[config.mk]
export PLATFORM = sky130hd
export DESIGN_NAME = scpu_ctrl
export DESIGN_NICKNAME = d
export VERILOG_FILES = /design/src/rtl/scpu_pkg.sv /design/src/rtl/scpu_alu_dec.sv /design/src/rtl/scpu_ctrl.sv
export SDC_FILE = /design/constraint.sdc
export NUM_CORES = 1
export LEC_CHECK = 0
export CAP_MARGIN = 30
export CELL_PAD_IN_SITES_DETAIL_PLACEMENT = 0
export CELL_PAD_IN_SITES_GLOBAL_PLACEMENT = 2
export CORE_MARGIN = 3
export CORE_UTILIZATION = 19
export DETAILED_ROUTE_END_ITERATION = 10
export PLACE_DENSITY = 0.91
export SLEW_MARGIN = 20
export SYNTH_ARGS = -nofsm -noshare
export SYNTH_HDL_FRONTEND = slang
export SYNTH_SLANG_ARGS = --single-unit
[constraint.sdc]
create_clock -name vclk -period 4.91
set_clock_uncertainty 0.2 [all_clocks]
set_input_delay 0.982 -clock vclk [all_inputs]
set_output_delay 0.982 -clock vclk [all_outputs]
set_load 0.005 [all_outputs]
[src/rtl/scpu_pkg.sv]
// scpu_pkg: shared opcode/funct/ALUop/ALU_Control encodings, FSM state type, funct validity helper
package scpu_pkg;
  localparam logic [5:0] OP_R = 6'h00, OP_LW = 6'h23, OP_SW = 6'h2b, OP_BEQ = 6'h04, OP_J = 6'h02;
  localparam logic [5:0] OP_SLTI = 6'h24, OP_SLTI_ALT = 6'h0a;
  localparam logic [5:0] FN_ADD = 6'b100000, FN_SUB = 6'b100010, FN_AND = 6'b100100, FN_OR = 6'b100101;
  localparam logic [5:0] FN_SLT = 6'b101010, FN_NOR = 6'b100111, FN_SRL = 6'b000010;
  localparam logic [5:0] FN_XOR = 6'b100110, FN_XOR_ALT = 6'b010110;
  localparam logic [1:0] ALUOP_MEM = 2'b00, ALUOP_BEQ = 2'b01, ALUOP_R = 2'b10, ALUOP_SLTI = 2'b11;
  localparam logic [2:0] ALU_AND = 3'b000, ALU_OR = 3'b001, ALU_ADD = 3'b010, ALU_XOR = 3'b011;
  localparam logic [2:0] ALU_NOR = 3'b100, ALU_SRL = 3'b101, ALU_SUB = 3'b110, ALU_SLT = 3'b111;
  typedef enum logic {S_IDLE, S_WAIT} state_e;
  function automatic logic fun_valid(input logic [5:0] f);
    return f inside {FN_ADD, FN_SUB, FN_AND, FN_OR, FN_SLT, FN_NOR, FN_SRL, FN_XOR, FN_XOR_ALT};
  endfunction
endpackage

[src/rtl/scpu_alu_dec.sv]
// scpu_alu_dec: ALUop + funct -> ALU_Control (alu_op_i[1:0], fun_i[5:0] in; alu_ctrl_o[2:0] out)
module scpu_alu_dec
  import scpu_pkg::*;
(
  input  logic [1:0] alu_op_i,
  input  logic [5:0] fun_i,
  output logic [2:0] alu_ctrl_o
);
  logic [2:0] r_ctrl;
  always_comb begin
    r_ctrl = ALU_ADD;
    case (fun_i)
      FN_ADD:             r_ctrl = ALU_ADD;
      FN_SUB:             r_ctrl = ALU_SUB;
      FN_AND:             r_ctrl = ALU_AND;
      FN_OR:              r_ctrl = ALU_OR;
      FN_SLT:             r_ctrl = ALU_SLT;
      FN_NOR:             r_ctrl = ALU_NOR;
      FN_SRL:             r_ctrl = ALU_SRL;
      FN_XOR, FN_XOR_ALT: r_ctrl = ALU_XOR;
      default:            r_ctrl = ALU_ADD;
    endcase
  end
  assign alu_ctrl_o = alu_op_i == ALUOP_R    ? r_ctrl :
                      alu_op_i == ALUOP_BEQ  ? ALU_SUB :
                      alu_op_i == ALUOP_SLTI ? ALU_SLT : ALU_ADD;
endmodule

[src/rtl/scpu_ctrl.sv]
// scpu_ctrl: single-cycle CPU control decode with memory-ready stall FSM (clk, rst, OPcode, Fun, MIO_ready in; datapath selects, enables, ALU_Control, CPU_MIO, stall out)
module scpu_ctrl
  import scpu_pkg::*;
(
  input  logic       clk,
  input  logic       rst,
  input  logic [5:0] OPcode,
  input  logic [5:0] Fun,
  input  logic       MIO_ready,
  output logic       RegDst,
  output logic       ALUSrc_B,
  output logic       MemtoReg,
  output logic       Jump,
  output logic       Branch,
  output logic       RegWrite,
  output logic       mem_w,
  output logic [2:0] ALU_Control,
  output logic       CPU_MIO,
  output logic       stall
);
  state_e state_q, state_d;
  logic is_r, is_lw, is_sw, is_beq, is_j, is_slti, is_mem, wait_mem;
  logic [1:0] alu_op;
  logic [2:0] alu_ctrl;
  assign is_r     = OPcode == OP_R;
  assign is_lw    = OPcode == OP_LW;
  assign is_sw    = OPcode == OP_SW;
  assign is_beq   = OPcode == OP_BEQ;
  assign is_j     = OPcode == OP_J;
  assign is_slti  = OPcode == OP_SLTI || OPcode == OP_SLTI_ALT;
  assign is_mem   = is_lw || is_sw;
  assign wait_mem = is_mem && !MIO_ready;
  assign alu_op   = is_r ? ALUOP_R : is_beq ? ALUOP_BEQ : is_slti ? ALUOP_SLTI : ALUOP_MEM;
  scpu_alu_dec u_alu_dec (.alu_op_i(alu_op), .fun_i(Fun), .alu_ctrl_o(alu_ctrl));
  always_ff @(posedge clk) state_q <= rst ? S_IDLE : state_d;
  // Outputs are a pure function of the current instruction; the FSM only tracks the pending access.
  always_comb begin
    state_d     = state_q == S_IDLE ? (wait_mem ? S_WAIT : S_IDLE) : (wait_mem ? S_WAIT : S_IDLE);
    RegDst      = !rst && is_r;
    ALUSrc_B    = !rst && (is_mem || is_slti);
    MemtoReg    = !rst && is_lw;
    Jump        = !rst && is_j;
    Branch      = !rst && is_beq;
    RegWrite    = !rst && !wait_mem && ((is_r && fun_valid(Fun)) || is_lw || is_slti);
    mem_w       = !rst && !wait_mem && is_sw;
    CPU_MIO     = !rst && is_mem;
    stall       = !rst && wait_mem;
    ALU_Control = rst ? 3'b000 : alu_ctrl;
  end
endmodule

==> out/results.ini <==
[synth]
syn_area_per_cell_um2=6.402
ys_top_cells_by_count=nor2_1 (9), a21oi_1 (4)
synth_cell_types=32
yosysTopAreaCellShare_pct=8.795
yosys.area.top_type=nor2_1
synthCells=60
ys_seq_area_share_pct=0
synth_area_leaders=nor2_1 (8.8%), nor3b_1 (5.9%), a21oi_1 (5.2%), nor2b_1 (4.9%), nand4b_1 (4.6%)
synth_area_um2=384.1
synthesis.nets=75
synth_warnings=0
synth.most_common_cell=nor2_1

[final_layout]
seq_cells=0
finalNonFillerCells=109
clkbuf_count=0
n_antenna_cell=0
nNetsFinal=101
regArea_um2=0
layout-drive-gt1-share_pct=5.952
area_growth_syn_to_layout_pct=72.64

[global_route]
grt_max_degree=12
antenna_found_initial=0
grt_first_pass_wirelength_um=2056
grt.total_usage_pct=9.394
grt_pass1_vias=451
overflow=0

[routing]
dr.first_iter.drc_count=4
routed_wl_um=1203
wl_per_cell_um=11.04
vias=524
post-route-drc-count=0
ant_nets=0
vias_per_cell=4.807
firstDrtPassIters=3

[worst_setup_path]
worstPathMaxFanout=7
slowest_delay_ps=550
endpoint_kind=output port
crit_path_start_kind=primary input
crit_slowest_cell=clkdlybuf4s50_1
crit_required_ps=3730
crit_type=primary input to output port
crit_start=OPcode[3]
path_common_cell=clkdlybuf4s50_1
worst_ep_arrival_time_ps=2960
crit_path_cell_trace=clkdlybuf4s50_1, nor2_1, nand3_1, or2_2, o32ai_1, clkdlybuf4s50_1

[run_status]
outcome=finished, final reports clean

[floorplanning]
design.core.area_um2=1821
dieArea_um2=2597
die_x_um=50.97
io_pins=27
start_util_pct=21.10
die_height_um=50.97
rows=15

[worst_hold_path]
hold_start=MIO_ready
hold_class=primary input to output port

[timing]
finalCriticalPeriod_ps=4145
setup-tns-final_ps=0
setup_viol=0
tightestPinTransition_ps=318.4
worst_slew_margin_rel_pct=78.70
hold_viol_final=0
min_period_over_period_pct=84.43
drv_slew=0
rsz0062_at_grt=false
fmax_mhz=241.2

[cts]
post_cts_buffers=0
cts_resized=0
postCtsHoldBufs=0

[power]
powerDensity_nw_per_um2=57.00
p_leak_nw=0.2348
ir_worst_vdd_v=0.00002881

[placed_design]
dpl.hpwl_um=970.6
place.gp.congestion=0.7868
port_buffers=26
dp_cells=109

[run]
drv_cap=0

[stage by stage]
step / setup WS, ps / power, mW / util (%) / area [µm²] / hold WS (ps)
5_1_grt: 610.6 / 0.04173 / 36.43 / 663.1 / 2776
6_report: 764.7 / 0.03780 / 36.43 / 663.1 / 2751
4_1_cts: 740.3 / 0.03799 / 36.43 / 663.1 / 2755
3_3_place_gp: 729.2 / 0.03751 / 36.43 / 663.1 / 2747
2_1_floorplan: 1885 / 0.01645 / - / 384.1 / 1795
3_5_place_dp: 755.4 / 0.03769 / 36.43 / 663.1 / 2750
[routing by layer]
layer  wire [µm]  global-route usage [%]
met5           0                       0
met4           0                       0
met3         115                  0.8746
met2         509                   17.38
met1         578                   12.33
[layout by cell type, fill, tap and decap left out]
| cell | count |
|---|---|
| a22o_1 | 1 |
| inv_1 | 3 |
| nor4b_1 | 1 |
| o31a_1 | 1 |
| nand2b_1 | 1 |
| xor2_1 | 1 |
| nor2_1 | 9 |
| a21oi_1 | 4 |
| nor3_1 | 3 |
| o32ai_1 | 1 |
| o21ai_0 | 3 |
| or3_1 | 2 |
| nand2b_4 | 1 |
| nand2_1 | 2 |
| a21o_1 | 1 |
| nor2b_1 | 3 |
| o31ai_1 | 1 |
| or2_2 | 2 |
| o21a_1 | 1 |
| and3_1 | 2 |
| o32a_1 | 1 |
| nand4b_1 | 2 |
| o21bai_1 | 1 |
| nor2b_4 | 1 |
| a31oi_1 | 1 |
| a2111oi_2 | 1 |
| nor3b_1 | 3 |
| nand3b_1 | 2 |
| nand3_1 | 2 |
| a221oi_1 | 1 |
| clkdlybuf4s50_1 | 26 |
[power by group]
group | total (mW) | switching [mW] | internal, mW | leakage [nW]
Combinational | 0.0378 | 0.0169 | 0.0209 | 0.235
Clock | 0 | 0 | 0 | 0
Sequential | 0 | 0 | 0 | 0
Total | 0.0378 | 0.0169 | 0.0209 | 0.235
[kinds of logic (layout without fill, tap and decap cells)]
kind of cell | Yosys count | after routing | synth area share (%)
buf+inv | 5 | 29 | 6.188
compound gates | 18 | 18 | 34.21
xor+xnor | 1 | 1 | 2.281
simple gates | 36 | 36 | 57.33
[cell type report]
cell class | count | area (µm²)
multi-input combinational | 55 | 360.3
timing repair buffer | 26 | 260.3
fill | 211 | 1157
inverter | 3 | 11.26
tap | 25 | 31.28
[critical path: cells and delay by family]
| kind | cells | cell delay [ps] |
|---|---|---|
| AND/OR/NAND/NOR | 3 | 790 |
| AO/OA/AOI/OAI | 1 | 120 |
| buffers and inverters | 2 | 1070 |
[final timing paths]
| check | to | cells after the start |
|---|---|---|
| setup / recovery | RegWrite | 6 |
| hold / removal | stall | 3 |
(Power assumes the default switching activity.)
